===== config.mk =====
export PLATFORM = sky130hd
export DESIGN_NAME = mc_ctrl
export DESIGN_NICKNAME = d
export VERILOG_FILES = /design/src/rtl/mips_pkg.sv /design/src/rtl/mc_decode.sv /design/src/rtl/mc_ctrl.sv
export SDC_FILE = /design/constraint.sdc
export NUM_CORES = 1
export LEC_CHECK = 0
export BUFFER_PORTS_ARGS = -buffer_cell sky130_fd_sc_hd__buf_2
export CAP_MARGIN = 0
export CORE_MARGIN = 2
export CORE_UTILIZATION = 39
export CTS_BUF_LIST = sky130_fd_sc_hd__clkbuf_8
export CTS_CLUSTER_DIAMETER = 100
export DETAILED_ROUTE_END_ITERATION = 7
export GPL_ROUTABILITY_DRIVEN = 0
export PLACE_DENSITY = 0.81
export SYNTH_ARGS = -nofsm -noshare
export SYNTH_HDL_FRONTEND = slang
export SYNTH_SLANG_ARGS = --single-unit

===== constraint.sdc =====
create_clock -name clk -period 1.8 [get_ports clk]
set_input_delay 0 -clock clk [delete_from_list [all_inputs] [get_ports clk]]
set_output_delay 0 -clock clk [all_outputs]
set_load 0.05 [all_outputs]

===== src/rtl/mips_pkg.sv =====
// Shared encodings for the multi-cycle MIPS control path: opcodes, functs,
// FSM states, datapath select codes and the decoded instruction-class bundle.
package mips_pkg;

  localparam int unsigned OP_W  = 6;
  localparam int unsigned FN_W  = 6;
  localparam int unsigned ALU_W = 3;

  // primary opcodes
  localparam logic [OP_W-1:0] OP_SPECIAL = 6'b000000;
  localparam logic [OP_W-1:0] OP_ORI     = 6'b001101;
  localparam logic [OP_W-1:0] OP_LW      = 6'b100011;
  localparam logic [OP_W-1:0] OP_SW      = 6'b101011;
  localparam logic [OP_W-1:0] OP_BEQ     = 6'b000100;
  localparam logic [OP_W-1:0] OP_LUI     = 6'b001111;
  localparam logic [OP_W-1:0] OP_J       = 6'b000010;
  localparam logic [OP_W-1:0] OP_JAL     = 6'b000011;

  // SPECIAL funct codes
  localparam logic [FN_W-1:0] FN_ADDU = 6'b100001;
  localparam logic [FN_W-1:0] FN_SUBU = 6'b100011;
  localparam logic [FN_W-1:0] FN_JR   = 6'b001000;

  typedef enum logic [2:0] {
    S_FETCH  = 3'd0,
    S_DECODE = 3'd1,
    S_EXEC   = 3'd2,
    S_MEM    = 3'd3,
    S_WB     = 3'd4,
    S_HALT   = 3'd5
  } state_t;

  // immediate extender modes
  localparam logic [1:0] EOP_SIGN  = 2'b00;
  localparam logic [1:0] EOP_ZERO  = 2'b01;
  localparam logic [1:0] EOP_LUI   = 2'b10;
  localparam logic [1:0] EOP_SIGN2 = 2'b11;

  // next-PC sources
  localparam logic [1:0] NPC_PC4 = 2'b00;
  localparam logic [1:0] NPC_BR  = 2'b01;
  localparam logic [1:0] NPC_J   = 2'b10;
  localparam logic [1:0] NPC_JR  = 2'b11;

  // register-file destination and write-data selects
  localparam logic [1:0] RD_RT  = 2'b00;
  localparam logic [1:0] RD_RD  = 2'b01;
  localparam logic [1:0] RD_RA  = 2'b10;
  localparam logic [1:0] WD_ALU = 2'b00;
  localparam logic [1:0] WD_DM  = 2'b01;
  localparam logic [1:0] WD_PC4 = 2'b10;

  // ALU functions
  localparam logic [ALU_W-1:0] ALU_ADD   = 3'b000;
  localparam logic [ALU_W-1:0] ALU_SUB   = 3'b001;
  localparam logic [ALU_W-1:0] ALU_OR    = 3'b010;
  localparam logic [ALU_W-1:0] ALU_PASSB = 3'b011;

  // one-hot instruction class
  typedef struct packed {
    logic addu;
    logic subu;
    logic ori;
    logic lw;
    logic sw;
    logic beq;
    logic lui;
    logic j;
    logic jal;
    logic jr;
    logic nop;
  } iclass_t;

  function automatic logic [OP_W-1:0] opcode_of(input logic [31:0] ins);
    return ins[31:26];
  endfunction

  function automatic logic [FN_W-1:0] funct_of(input logic [31:0] ins);
    return ins[5:0];
  endfunction

endpackage


===== src/rtl/mc_decode.sv =====
// Combinational instruction decoder: IR word -> one-hot class, plus a flag
// for any encoding outside the supported subset.
module mc_decode
  import mips_pkg::*;
(
  input  logic [31:0] instr,
  output iclass_t     cls,
  output logic        is_illegal
);

  logic [OP_W-1:0] op;
  logic [FN_W-1:0] fn;

  assign op = opcode_of(instr);
  assign fn = funct_of(instr);

  // classify; the all-zero word is nop and takes priority over SPECIAL decode
  always_comb begin
    cls = '0;
    if (instr == 32'h0000_0000) begin
      cls.nop = 1'b1;
    end else begin
      case (op)
        OP_SPECIAL: begin
          case (fn)
            FN_ADDU: cls.addu = 1'b1;
            FN_SUBU: cls.subu = 1'b1;
            FN_JR:   cls.jr   = 1'b1;
            default: cls      = '0;
          endcase
        end
        OP_ORI:  cls.ori = 1'b1;
        OP_LW:   cls.lw  = 1'b1;
        OP_SW:   cls.sw  = 1'b1;
        OP_BEQ:  cls.beq = 1'b1;
        OP_LUI:  cls.lui = 1'b1;
        OP_J:    cls.j   = 1'b1;
        OP_JAL:  cls.jal = 1'b1;
        default: cls     = '0;
      endcase
    end
  end

  assign is_illegal = (cls == '0);

endmodule


===== src/rtl/mc_ctrl.sv =====
// Multi-cycle MIPS control FSM (FETCH/DECODE/EXEC/MEM/WB/HALT).
// Optional macro MC_CTRL_MEM_WAIT_EN: adds mem_ready handshake in MEM with a
// MEM_TIMEOUT-cycle watchdog that sends the FSM to HALT.
module mc_ctrl
  import mips_pkg::*;
#(
  parameter int unsigned ALUOP_W = 3
`ifdef MC_CTRL_MEM_WAIT_EN
  ,
  parameter int unsigned MEM_TIMEOUT = 15
`endif
) (
  input  logic               clk,
  input  logic               reset,
  input  logic [31:0]        instr,
  input  logic               zero,
`ifdef MC_CTRL_MEM_WAIT_EN
  input  logic               mem_ready,
`endif
  output logic [2:0]         state,
  output logic               IRWrite,
  output logic               PCWrite,
  output logic [1:0]         NPCOp,
  output logic [1:0]         EOp,
  output logic               ALUSrc,
  output logic [ALUOP_W-1:0] ALUOp,
  output logic [1:0]         RegDst,
  output logic [1:0]         WDSel,
  output logic               RegWrite,
  output logic               MemWrite,
  output logic               instr_done,
  output logic               illegal
);

  state_t  cur_st;
  state_t  nxt_st;
  iclass_t cls;
  logic    dec_illegal;
  logic    mem_ok;
  logic    mem_timeout;

  mc_decode u_decode (
    .instr      (instr),
    .cls        (cls),
    .is_illegal (dec_illegal)
  );

`ifdef MC_CTRL_MEM_WAIT_EN
  localparam int unsigned CNT_W = $clog2(MEM_TIMEOUT + 1) + 1;

  logic [CNT_W-1:0] wait_cnt;

  // count MEM cycles; cleared whenever outside MEM so each MEM visit starts at zero
  always_ff @(posedge clk or posedge reset) begin
    if (reset) begin
      wait_cnt <= '0;
    end else if (cur_st != S_MEM) begin
      wait_cnt <= '0;
    end else begin
      wait_cnt <= wait_cnt + CNT_W'(1);
    end
  end

  assign mem_ok      = mem_ready;
  assign mem_timeout = (MEM_TIMEOUT != 0) && (wait_cnt == CNT_W'(MEM_TIMEOUT - 1));
`else
  assign mem_ok      = 1'b1;
  assign mem_timeout = 1'b0;
`endif

  // state register
  always_ff @(posedge clk or posedge reset) begin
    if (reset) begin
      cur_st <= S_FETCH;
    end else begin
      cur_st <= nxt_st;
    end
  end

  // next-state logic
  always_comb begin
    nxt_st = cur_st;
    case (cur_st)
      S_FETCH: nxt_st = S_DECODE;
      S_DECODE: begin
        if (dec_illegal)                   nxt_st = S_HALT;
        else if (cls.j || cls.jr || cls.nop) nxt_st = S_FETCH;
        else if (cls.jal)                  nxt_st = S_WB;
        else                               nxt_st = S_EXEC;
      end
      S_EXEC: begin
        if (cls.lw || cls.sw)                               nxt_st = S_MEM;
        else if (cls.addu || cls.subu || cls.ori || cls.lui) nxt_st = S_WB;
        else                                                nxt_st = S_FETCH;
      end
      S_MEM: begin
        if (mem_ok)           nxt_st = cls.lw ? S_WB : S_FETCH;
        else if (mem_timeout) nxt_st = S_HALT;
        else                  nxt_st = S_MEM;
      end
      S_WB:    nxt_st = S_FETCH;
      S_HALT:  nxt_st = S_HALT;
      default: nxt_st = S_FETCH;
    endcase
  end

  // Moore outputs qualified by instruction class; everything quiet while reset is high
  always_comb begin
    IRWrite    = 1'b0;
    PCWrite    = 1'b0;
    NPCOp      = NPC_PC4;
    EOp        = EOP_SIGN;
    ALUSrc     = 1'b0;
    ALUOp      = ALUOP_W'(ALU_ADD);
    RegDst     = RD_RT;
    WDSel      = WD_ALU;
    RegWrite   = 1'b0;
    MemWrite   = 1'b0;
    instr_done = 1'b0;

    if (!reset) begin
      // ALU and extender selects are set up in EXEC and held through MEM
      if (cur_st == S_EXEC || cur_st == S_MEM) begin
        if (cls.subu) begin
          ALUOp = ALUOP_W'(ALU_SUB);
        end else if (cls.ori) begin
          EOp    = EOP_ZERO;
          ALUSrc = 1'b1;
          ALUOp  = ALUOP_W'(ALU_OR);
        end else if (cls.lw || cls.sw) begin
          ALUSrc = 1'b1;
        end else if (cls.lui) begin
          EOp    = EOP_LUI;
          ALUSrc = 1'b1;
          ALUOp  = ALUOP_W'(ALU_PASSB);
        end else if (cls.beq) begin
          EOp   = EOP_SIGN2;
          ALUOp = ALUOP_W'(ALU_SUB);
        end
      end

      case (cur_st)
        S_FETCH: begin
          IRWrite = 1'b1;
          PCWrite = 1'b1;
        end
        S_DECODE: begin
          if (cls.j || cls.jal) begin
            PCWrite = 1'b1;
            NPCOp   = NPC_J;
          end else if (cls.jr) begin
            PCWrite = 1'b1;
            NPCOp   = NPC_JR;
          end
          instr_done = cls.j || cls.jr || cls.nop;
        end
        S_EXEC: begin
          if (cls.beq) begin
            PCWrite    = zero;
            NPCOp      = NPC_BR;
            instr_done = 1'b1;
          end
        end
        S_MEM: begin
          MemWrite   = cls.sw;
          instr_done = cls.sw && mem_ok;
        end
        S_WB: begin
          RegWrite   = 1'b1;
          instr_done = 1'b1;
          if (cls.addu || cls.subu) begin
            RegDst = RD_RD;
          end else if (cls.lw) begin
            WDSel = WD_DM;
          end else if (cls.jal) begin
            RegDst = RD_RA;
            WDSel  = WD_PC4;
          end
        end
        default: ;
      endcase
    end
  end

  assign state   = 3'(cur_st);
  assign illegal = (cur_st == S_HALT);

endmodule

; After elaboration in Yosys (flattened, before gate mapping)
; Index checks and enable logic that the tools add are counted.
[word_totals]
out_inout_bits = 21
ff_bits = 3
inputBits = 35
word_cells = 97
[classes]
n_reduce_logical = 12
eq_ne = 15
mux = 69
[ops]
columns = operator, count
row1 = two-way mux 2 bit, 27
row2 = zero test 32 bit, 1
row3 = two-way mux 1 bit, 31
row4 = equality test 6 bit (second input constant), 4
row5 = equality test 6 x 4 -> 1 bit (second input constant), 3
row6 = two-way mux 3 bit, 6
row7 = case mux 3 bit (5 select lines), 1
row8 = equality test 6 x 2 -> 1 bit (second input constant), 2
row9 = zero test 11 bit, 1
row10 = two-way mux 10 bit, 1
row11 = logical OR 1 bit, 8
row12 = equality test 3 x 2 -> 1 bit (second input constant), 2
row13 = equality test 3 bit (second input constant), 2
row14 = equality test 6 x 3 -> 1 bit (second input constant), 1
row15 = zero test 6 bit, 1
row16 = case mux 1 bit (4 select lines), 1
row17 = case mux 2 bit (2 select lines), 1
row18 = equality test 3 x 1 -> 1 bit (second input constant), 1
row19 = zero test 3 bit, 1
row20 = case mux 1 bit (3 select lines), 1

; Depth between registers and ports, before layout
; Gate-level depths: netlist of the first run.
[depth]
word_depth = 11
depth_mapped = 7
ltp_nobuf = 5

; Hierarchy
; A second synthesis of the first run with hierarchy kept.
[hier_totals]
cells_unflattened = 103
hier_area_um2 = 744.5
[modules_own_cells]
columns = module, instances, area_per_inst_um2, cells_per_inst, seq_area_each_um2
row1 = mc_ctrl, 1, 493.0, 62, 75.1
row2 = mc_decode, 1, 251.5, 41, 0.0

; Worst setup path after synthesis of the first run
; Ideal clock, no wire load.
[synth_path]
kind = register to output
from = reg cur_st[2] (netlist: state[2])
to = out WDSel[1]
stages_incl_launch_ff = 5
arrival_time_ns = 2.634
path_buffers = 2
slack_ns = -0.834
required_time_ns = 1.800
path_cell_list = dfrtp_1 > clkbuf_1 > nand3_1 > nor3_1 > buf_4
[synth_between]
elab_chain_cells = 3
[synth_rtl]
columns = element, line
row1 = "start, declared", mc_ctrl.sv:35  ; state_t cur_st;
row2 = "start signal, assigned", mc_ctrl.sv:76  ; cur_st <= nxt_st;
row3 = equality test 3 bit, mc_ctrl.sv:142  ; case (cur_st)
row4 = two-way mux 2 bit, mc_ctrl.sv:142
row5 = two-way mux 2 bit, mc_ctrl.sv:121  ; if (!reset) begin
row6 = "end, declared", mc_ctrl.sv:28  ; output logic [1:0] WDSel,
; Every way passes these cells.

; Worst setup path after layout of the first run
[layout_path]
from = reg cur_st[1] (netlist: state[1])
to = out instr_done
[layout_between]
elab_chain_cells = 3
elab_cells_between_ends = 6
classes_between = eq/ne: 4 / mux: 2
[layout_rtl]
columns = element, line
row1 = "equality test 3 bit, or another cell as far along", mc_ctrl.sv:142
row2 = case mux 1 bit (4 select lines) (*), mc_ctrl.sv:142
row3 = two-way mux 1 bit (*), mc_ctrl.sv:121
row4 = "end, declared", mc_ctrl.sv:31  ; output logic instr_done,
; Mark *: on every way between the ends. The rest lies on a longest branch, timed or not.

==> key figures, run 1 <==
Yosys
  • Avg Cell Area, Syn: 6.66 sq um
  • Register area share after synthesis: 0.112
  • Asr flop ratio synth: 1.00
  • Synthesized flop and latch total: 3
  • Top-count cell post-synth: nor2_1
  • Post-synth top cells: nor2_1, nor4_1, nand2_1, nor3_1
  • Post-synth EDFFs: 0
  • Distinct cells, synth: 41
  • Mapped Nets: 136
  • Synth Warn #: 0
  • Top cells by area in the synthesized netlist: dfrtp_1, nor4_1, nor2_1, nor3_1, nand2_1
  • Synth area leader: dfrtp_1
  • Synth Flop Type: dfrtp_1
  • Post-synth top area share: 0.112
  • Mapped cell area: 673 sq um
  • Cells after synthesis: roughly 100

Power and ir drop
  • Pleak: 0.470 nW
  • Clock share of power: 0.545
  • Psw: 0.0000947 W
  • Max VDD drop: 0.219 mV
  • Sw Share: 0.273
  • Sequential power share: 0.196
  • Cell Int Power: 0.000252 W
  • Pwr/cell area: approximately 330 nW/um^2
  • Gate power share: 0.259

Floorplan
  • FP Rows: 15
  • Die X: 45.5 um
  • Top Ports: 56
  • Initial Utilization: 0.403
  • DIE AREA: 2070 sq um
  • Core Region: between 1500 and 2000 sq um
  • Die height: ~46 um

CTS
  • Setup bufs post-CTS: 0
  • CTS tree: built
  • Number of buffers created by CTS: 3
  • Clock Tree Root: clkbuf_8
  • Worst-case clock buffer depth: 2
  • Clk sinks: 3
  • H-tree levels: 1
  • Worst-path clk slew: 0.03 ns
  • Clk_lat worst skew: 0.21 ns

Outcome
  • Status: finished clean

Placed design
  • Hpwl dp: 1.65 mm
  • Area after DPL: 1000 sq um
  • Worst slack, placed: 0.188 ns
  • PortBufs: 54
  • Placed cell count: around 160

Final layout
  • Sequential Area: just under 80 sq um
  • Fill count: 157
  • Max FFs per register: 3
  • Net count, final: 188
  • Area growth from synthesis to layout: 58.5%
  • Multi-input gate area: 617 sq um
  • Final design utilization: 0.639
  • Layout cells sized above 1: 0.546
  • Final Non-Filler Cells: between 150 and 200
  • Diodes inserted: 0
  • Post-layout instance area: 1070 sq um

Global route
  • Pin count of the biggest net entering global routing: 14
  • GR Overflow Total: 0
  • Number of global-route vias before repair: 817
  • Global-route wire length before repair: about 3.4 mm
  • GRT Overall Usage: 0.209
  • Initial antenna violation count: 0

Drt
  • DRC: 0
  • Via density: 5.52
  • DRT Pass-1 Iters: 4
  • Starting DRT DRC Count: 19
  • Via count: 933
  • WL per Instance: 12.1 um
  • Routed Wire Length: approximately 2.1 mm
  • Post-DRT Antenna Nets: 0

Timing
  • RSZ-0062 raised after global routing: false
  • Fin crit period: 1.71 ns
  • Clk_skew: roughly 0.00075 ns
  • Worst hold slack: 0.263 ns
  • Final worst-path cycle share: 0.951
  • Final slew viol count: 0
  • Final hold vios: 0
  • Final worst-path setup slack: 0.0881 ns
  • Max Fclk: 0.584 GHz
  • Final setup vio count: 0

Setup path
  • Worst endpoint data arrival time: around 1.7 ns
  • Worst-path maximum fanout: 11
  • Critical path endpoint category: primary output
  • Crit Path Category: flip-flop to primary output
  • Worst Reg-to-Reg Cells: 4
  • Worst EP required: 1.80 ns
  • Startpoint Class: flip-flop

Flow run
  • Max-Cap Viols: 0

Hold path
  • Min-Delay Path Depth: 4
  • Hold Path Class: input pin to flip-flop
-- logic make-up after synthesis --
family / share of synthesized area
buf+inv: 0.0929
other cells: 0.00557
flops: 0.112
compound gates: 0.199
simple gates: 0.591
-- stage by stage --
stage	total power [W]	TNS, ns
floorplan	0.000110	-0.502
global placement	0.000153	0
detailed placement	0.000156	0
CTS	0.000349	0
global route	0.000370	0
finish	0.000347	0
-- layout make-up --
class	instances	share of cell area
repair buffers	56	0.272
clock buffers	3	0.0387
clock inverters	1	0.00352
well taps	17	0.0199
inverters	3	0.0141
multi-input cells	86	0.578
flip-flops and latches	3	0.0739
-- per-layer routing --
layer / global-route usage / wire length [um]
met5: 0 / 0
met4: 0.0412 / 0
met3: 0.0278 / 75
met2: 0.355 / 1060
met1: 0.281 / 914
-- worst paths after layout --
kind / start / endpoint / slack [ns]
worst max register to register: state[1] / state[2] / 0.11
worst min-delay path: instr[26] / state[2] / 0.26
worst max-delay path: state[1] / instr_done / 0.09
max in group asynchronous: reset / state[0] / 1.30
worst min register to register: state[1] / state[1] / 0.71
min in group asynchronous: reset / state[2] / 0.32
-- power by group through the flow --
stage	Sequential (W)	Clock (W)	Combinational [W]
after CTS	0.0000679	0.000192	0.0000895
after global placement	0.0000686	0	0.0000844
after floorplan	0.0000686	0	0.0000416
final	0.0000679	0.000189	0.0000901
after detailed placement	0.0000686	0	0.0000875
after global routing	0.0000678	0.000203	0.0000994
-- worst max-delay path: stages, from the launching register on --
cell and delay [ns]:
dfrtp_2 0.47, nand2b_2 0.26, nor4_1 0.15, o21ai_0 0.19
a31oi_4 0.18, clkbuf_4 0.25
-- cells in the final DEF (no fill, tap or decap), types with 2 or more instances in the layout --
cell / synthesis / final
a21oi_2: 0 / 2
a31oi_1: 3 / 2
and2_1: 3 / 2
buf_2: 2 / 53
clkbuf_8: 0 / 3
dfrtp_2: 0 / 3
inv_1: 3 / 3
nand2_1: 8 / 8
nand3_1: 4 / 4
nand4_1: 3 / 3
nand4b_1: 2 / 2
nor2_1: 11 / 8
nor2_2: 1 / 4
nor2b_1: 3 / 2
nor3_1: 8 / 4
nor3_2: 0 / 2
nor3_4: 1 / 3
nor4_1: 9 / 7
nor4_2: 0 / 2
o21ai_0: 3 / 3
or2_1: 2 / 2
or3_1: 2 / 2
-- what timing repair did --
action                                  4_1_cts  5_1_grt
hold endpoints to repair                      3        0
gates resized for setup                       0        3
hold buffers                                  1        0
endpoints found under the setup margin        0        3
Power figures use the tool's default switching activity.
==> run 2, diff against run 1 <==
--- a/config.mk
+++ b/config.mk
@@ -15,4 +15,5 @@
 export GPL_ROUTABILITY_DRIVEN = 0
 export PLACE_DENSITY = 0.81
+export SETUP_SLACK_MARGIN = 0.05
 export SYNTH_ARGS = -nofsm -noshare
 export SYNTH_HDL_FRONTEND = slang
==> constraint.sdc (replaced) <==
create_clock -name clk -period 1.8 [get_ports clk]
set_input_delay 0.09 -clock clk [delete_from_list [all_inputs] [get_ports clk]]
set_output_delay 0.09 -clock clk [all_outputs]
set_load 0.05 [all_outputs]
==> run 2 against run 1 <==
The flow now finishes with violations (DRC). Global-route usage grew 3.2 points. Fmax shrank 1.0%. Die area is the same. Largest power group unchanged. Core utilization grew 7.9 points. Final cell count grew 5.3%. Register-to-register slack gained 0.09 ns. Wire length grew 15%. Worst hold slack gained 0.095 ns. Highest routed layer is now met4. Sequential power is essentially flat.
==> key figures, run 2 (synthesized netlist as in run 1, its figures left out) <==
Outcome
  • Status: complete, but fails checks
  • Failing checks: DRC

Final layout
  • Commonest non-fill, non-tap cell in the layout: buf_2
  • Max FFs per register: 3
  • Net count, final: slightly below 200
  • Fill count: between 100 and 150
  • Most frequent cells in the layout: buf_2, buf_4, nor2_1, nand2_1, nor4_1
  • Area growth from synthesis to layout: 78.1%
  • Layout cells sized above 1: 0.578
  • Post-layout instance area: 1200 sq um
  • Diodes inserted: 0

Floorplan
  • DIE AREA: 2070 sq um
  • Die height: 45.5 um
  • Top Ports: 56
  • FP Rows: 15
  • Die X: approximately 46 um
  • Initial Utilization: 0.403
  • Core Region: 1670 sq um

Hold path
  • Hold Crit Endpoint: state[2]
  • Min-Delay Path Depth: 4
  • Hold Path Class: input pin to flip-flop
  • Hold Startpoint: instr[26]

Power and ir drop
  • Pleak: 0.524 nW
  • Pwr/cell area: 308 nW/um^2
  • Max VDD drop: 0.235 mV

CTS
  • Worst-case clock buffer depth: 2
  • Worst-path clk slew: roughly 0.03 ns
  • CTS tree: built
  • H-tree levels: 1
  • Clk_lat worst skew: 0.22 ns
  • Number of buffers created by CTS: 3
  • Clock Tree Root: clkbuf_8
  • Clk sinks: 3

Flow run
  • Max-Cap Viols: 0

Placed design
  • Area after DPL: 1100 sq um
  • PortBufs: 54
  • Hpwl dp: 1.90 mm

Setup path
  • Worst endpoint data arrival time: 1.64 ns
  • Crit Path Category: flip-flop to primary output
  • Worst Reg-to-Reg Cells: 4
  • CP max-delay cell: dfrtp_2
  • R2R Setup Slk: approximately 0.2 ns
  • Worst R2R End: state[0]
  • Critical path endpoint category: primary output
  • CP Cell Sequence: buf_4, o31a_1, o22a_1, nor3_2, buf_6
  • Startpoint Class: flip-flop
  • Worst EP required: roughly 1.7 ns
  • Critical R2R Launch: state[1]
  • Worst-path maximum fanout: 8
  • CP max stage delay: 0.46 ns

Drt
  • Via density: between 5 and 6
  • Starting DRT DRC Count: 22
  • Via count: just over 1000
  • Routed Wire Length: roughly 2.4 mm
  • Post-DRT Antenna Nets: 0
  • DRT Pass-1 Iters: 7
  • DRC: 1
  • WL per Instance: 13.3 um

Global route
  • GRT Overall Usage: 0.241
  • Pin count of the biggest net entering global routing: 14
  • Global-route wire length before repair: approximately 3.7 mm
  • Number of global-route vias before repair: 834
  • Initial antenna violation count: 0
  • GR Overflow Total: 0

Timing
  • Final setup vio count: 0
  • Final hold vios: 0
  • Final slew viol count: 0
  • RSZ-0062 raised after global routing: true
  • Final TNS setup: 0 ns
  • Final worst-path cycle share: 0.961
  • Clk_skew: 0.00125 ns
  • Fin crit period: 1.73 ns
  • Max Fclk: 0.578 GHz
## run 2: changes by cell type in the layout (fill, tap and decap cells not counted), moves of 2 or more
cell      delta
a21oi_2      -2
a21oi_4      +2
buf_2        -4
buf_4        +8
buf_6        +2
clkbuf_4     +2
nor2_2       -3
nor2_4       +3
## run 2: metrics by stage
step                      setup WS, ns   util  hold slack, ns  total power [W]  std cells
after floorplan                -0.0927      -          -0.124         0.000112        101
after global placement          0.0846  0.660          0.0916         0.000162        171
after detailed placement        0.0579  0.660           0.103         0.000166        171
after CTS                       0.0232  0.697           0.356         0.000371        176
after global routing            0.0199  0.718           0.415         0.000385        178
final                           0.0704  0.718           0.359         0.000370        178
## run 2: final cells by class
class                           instances  area (sq um)  share of cell area
Sequential cell                         3          78.8              0.0658
Clock buffer                            3          41.3              0.0344
Inverter                                3          11.3             0.00939
Clock inverter                          1          3.75             0.00313
Tap cell                               17          21.3              0.0177
Timing Repair Buffer                   65           373               0.311
Multi-Input combinational cell         86           669               0.558
## run 2: repair_timing
action / CTS / global route
gates resized for setup: 3 / 8
setup endpoints to repair: 8 / 9
hold endpoints to repair: 3 / 0
pin swaps: 0 / 1
buffers inserted: 0 / 2
hold buffers: 1 / 0
## run 2: worst max-delay path by stage
stage               from  slack [ns]  depth (start not counted)          to
2_1_floorplan   state[2]       -0.09                          4    WDSel[1]
3_3_place_gp   instr[28]        0.08                          7      EOp[1]
3_5_place_dp   instr[28]        0.06                          6  instr_done
4_1_cts         state[2]        0.02                          5  instr_done
5_1_grt         state[2]        0.02                          5  instr_done
6_report        state[2]        0.07                          5     PCWrite
## run 2: metal layers
| layer | GRT usage | vias to the layer above | share of wire |
|---|---|---|---|
| li1 | - | 500 | - |
| met1 | 0.280 | 485 | 0.41 |
| met2 | 0.428 | 31 | 0.53 |
| met3 | 0.0357 | 5 | 0.046 |
| met4 | 0.112 | 0 | 0.019 |
| met5 | 0 | - | 0 |
## run 2: report_power, final
| part | switching [W] | internal, W |
|---|---|---|
| clock network | 0.0000549 | 0.000146 |
| registers | 0 | 0.0000679 |
| logic | 0.0000552 | 0.0000456 |
## run 2: worst max-delay path, delay by kind of cell (launching register included)
family                 cells  cell delay (ns)
DFF                        1             0.46
and+or+nand+nor            1             0.12
buffers and inverters      2             0.36
AOI/OAI and AO/OA          2             0.47
==> run 3, diff against run 2 <==
ABC_AREA = 1   (was default)
CORE_ASPECT_RATIO = 1.4   (was default)
CORE_UTILIZATION = 42   (was 39)
PLACE_DENSITY = 0.82   (was 0.81)
==> run 3 against run 2 <==
The run now ends clean. Sequential power increased by 56%. Synthesized cell count increased by 59%. First-iteration DRC count increased by 9.1%. Sequential cell count unchanged. Global-route usage decreased by 0.17 points. Clock skew decreased by 0.00097 ns. Die area increased by 7.7%. Design area increased by 3.1%. Final cell count increased by 33%. Fmax increased by 4.8%. Combinational power increased to 3.7 times the previous value. Critical path type unchanged.
==> key figures, run 3 <==
Outcome
  • Status: finished clean

Yosys
  • Avg Cell Area, Syn: 4.87 sq um
  • Asr flop ratio synth: 1.00
  • Top cells by area in the synthesized netlist: nor2_1, inv_1, nand2_1, dfrtp_1, nand3_1
  • Distinct cells, synth: 23
  • Post-synth top area share: 0.201
  • Synth Flop Type: dfrtp_1
  • Synth area leader: nor2_1
  • Cells after synthesis: between 150 and 200
  • Mapped cell area: 785 sq um
  • Mapped Nets: 196
  • Post-synth EDFFs: 0
  • Synth Warn #: 0
  • Register area share after synthesis: 0.0957
  • Synthesized flop and latch total: 3
  • Top-count cell post-synth: nor2_1
  • Post-synth top cells: nor2_1, inv_1, nand2_1

Floorplan
  • FP Rows: 18
  • Die height: 55.1 um
  • Die X: approximately 40 um
  • Initial Utilization: 0.447
  • Top Ports: between 50 and 60
  • DIE AREA: around 2200 sq um
  • Core Region: approximately 1800 sq um

Drt
  • Routed Wire Length: around 2.3 mm
  • Post-DRT Antenna Nets: 0
  • Via density: between 4 and 5
  • DRC: 0
  • WL per Instance: around 9.6 um
  • DRT Pass-1 Iters: 4
  • Via count: 1110
  • Starting DRT DRC Count: 24

Power and ir drop
  • Psw: 0.000327 W
  • Gate power share: 0.563
  • Sw Share: 0.490
  • Max VDD drop: 0.373 mV
  • Pleak: 0.718 nW
  • Pwr/cell area: 541 nW/um^2
  • Cell Int Power: between 0.0003 and 0.0004 W
  • Clock share of power: 0.279
  • Sequential power share: 0.158
  • Total chip power: 0.000669 W

Timing
  • Final setup vio count: 0
  • Fin crit period: roughly 1.7 ns
  • Clk_skew: between 0.0002 and 0.0003 ns
  • Final TNS setup: 0 ns
  • RSZ-0062 raised after global routing: true
  • Worst hold slack: approximately 0.44 ns
  • Final hold vios: 0
  • Final slew viol count: 0
  • Max Fclk: 0.606 GHz
  • Final worst-path cycle share: 0.917

Final layout
  • Net count, final: roughly 250
  • Commonest non-fill, non-tap cell in the layout: buf_2
  • Diodes inserted: 0
  • Most frequent cells in the layout: buf_2, inv_1, nor2_1, nand2_1, nor2_2
  • Layout cells sized above 1: 0.406
  • Max FFs per register: 3
  • Final design utilization: 0.704
  • Area growth from synthesis to layout: 57.6%

Setup path
  • CP Cell Sequence: nor2_1, inv_1, nor2_1, nand2_2, nor4_4, buf_6
  • Startpoint Class: flip-flop
  • Crit Path Category: flip-flop to primary output
  • Critical path endpoint category: primary output
  • Worst EP required: 1.71 ns
  • CP max-delay cell: dfrtp_2
  • Worst endpoint data arrival time: around 1.6 ns
  • Worst-path maximum fanout: 5
  • Critical path buffers and inverters: 2
  • CP max stage delay: between 0.4 and 0.5 ns
  • Family with the most delay on the worst path: simple AND/OR/NAND/NOR gates
  • Top cell by count, worst path: nor2_1

CTS
  • Clk sinks: 3
  • Setup bufs post-CTS: 0
  • Clk_lat worst skew: 0.21 ns
  • Worst-path clk slew: 0.03 ns
  • Worst-case clock buffer depth: 2
  • CTS tree: built
  • Number of buffers created by CTS: 3
  • Clock Tree Root: clkbuf_8
  • H-tree levels: 1

Placed design
  • PortBufs: 54
  • Hpwl dp: 1.94 mm

Global route
  • Pin count of the biggest net entering global routing: 9
  • GRT Overall Usage: 0.240
  • Initial antenna violation count: 0
  • GR Overflow Total: 0
  • Global-route wire length before repair: 3.80 mm
  • Number of global-route vias before repair: 1079

Flow run
  • Max-Cap Viols: 0

Hold path
  • Hold Path Class: input pin to asynchronous set/reset pin
==> run 3: cell types whose count changed after synthesis, moves of 3 or more <==
cell	previous run	this run
nor4_1	9	2
clkbuf_1	4	1
a31oi_1	3	0
nor2b_1	3	0
and2_1	3	0
nor2_1	11	42
nand2_1	8	34
o21ai_0	3	0
nand3_1	4	8
nor2_2	1	4
nor2_4	0	3
inv_1	3	37
==> run 3: power groups by stage <==
| stage | Combinational (W) | Sequential [W] | Clock [W] |
|---|---|---|---|
| global route | 0.000408 | 0.000109 | 0.000206 |
| detailed placement | 0.000359 | 0.000102 | 0 |
| finish | 0.000376 | 0.000106 | 0.000187 |
| CTS | 0.000366 | 0.000102 | 0.000192 |
| global placement | 0.000353 | 0.000101 | 0 |
| floorplan | 0.000218 | 0.000146 | 0 |
==> run 3: final cells by class <==
| class | instances | area, sq um |
|---|---|---|
| multi-input cells | 116 | 629 |
| inverters | 39 | 146 |
| flip-flops and latches | 3 | 78.8 |
| well taps | 20 | 25.0 |
| clock inverters | 1 | 3.75 |
| clock buffers | 3 | 41.3 |
| fillers | 170 | 520 |
| repair buffers | 55 | 312 |
==> run 3: per-layer routing <==
| layer | vias up | GRT usage | share of wire |
|---|---|---|---|
| li1 | 588 | - | - |
| met1 | 485 | 0.221 | 0.37 |
| met2 | 33 | 0.479 | 0.56 |
| met3 | 4 | 0.0480 | 0.049 |
| met4 | 0 | 0.0889 | 0.016 |
| met5 | - | 0 | 0 |
==> run 3: what timing repair did <==
action                                  CTS  global route
cloned                                    0             0
hold buffers                              1             0
gates resized for setup                   1            20
endpoints found under the setup margin    1            12
endpoints found under the hold margin     3             0
==> run 3: logic make-up after synthesis <==
logic type	share of synthesized area
AOI/OAI and AO/OA	0.0590
buffers and inverters	0.211
DFF	0.0957
other	0.00478
and+or+nand+nor	0.630
==> run 3: worst paths after layout <==
kind,slack [ns],from,depth (start not counted),end
max,0.15,state[0],6,WDSel[0]
min,0.44,reset,3,state[2]
max reg2reg,0.52,state[0],8,state[1]
min reg2reg,0.66,state[2],3,state[2]
max in group asynchronous,1.20,reset,3,state[0]
min in group clk,0.44,instr[31],6,state[2]
==> run 3: per-stage QoR <==
stage | instances | instance area (sq um) | setup slack, ns
global route | 237 | 1240 | 0.0347
finish | 237 | 1240 | 0.149
floorplan | 161 | 858 | -0.00221
global placement | 232 | 1130 | 0.279
detailed placement | 232 | 1130 | 0.233
CTS | 237 | 1190 | 0.0514
==> run 3: worst reg2reg max path, stage by stage, from the launching register on <==
cell     delay (ns)
dfrtp_2        0.37
inv_2          0.07
nor2_1         0.08
inv_1          0.12
nor2_4         0.15
inv_1          0.10
nor3_1         0.20
nand2_1        0.07
nand2_1        0.06
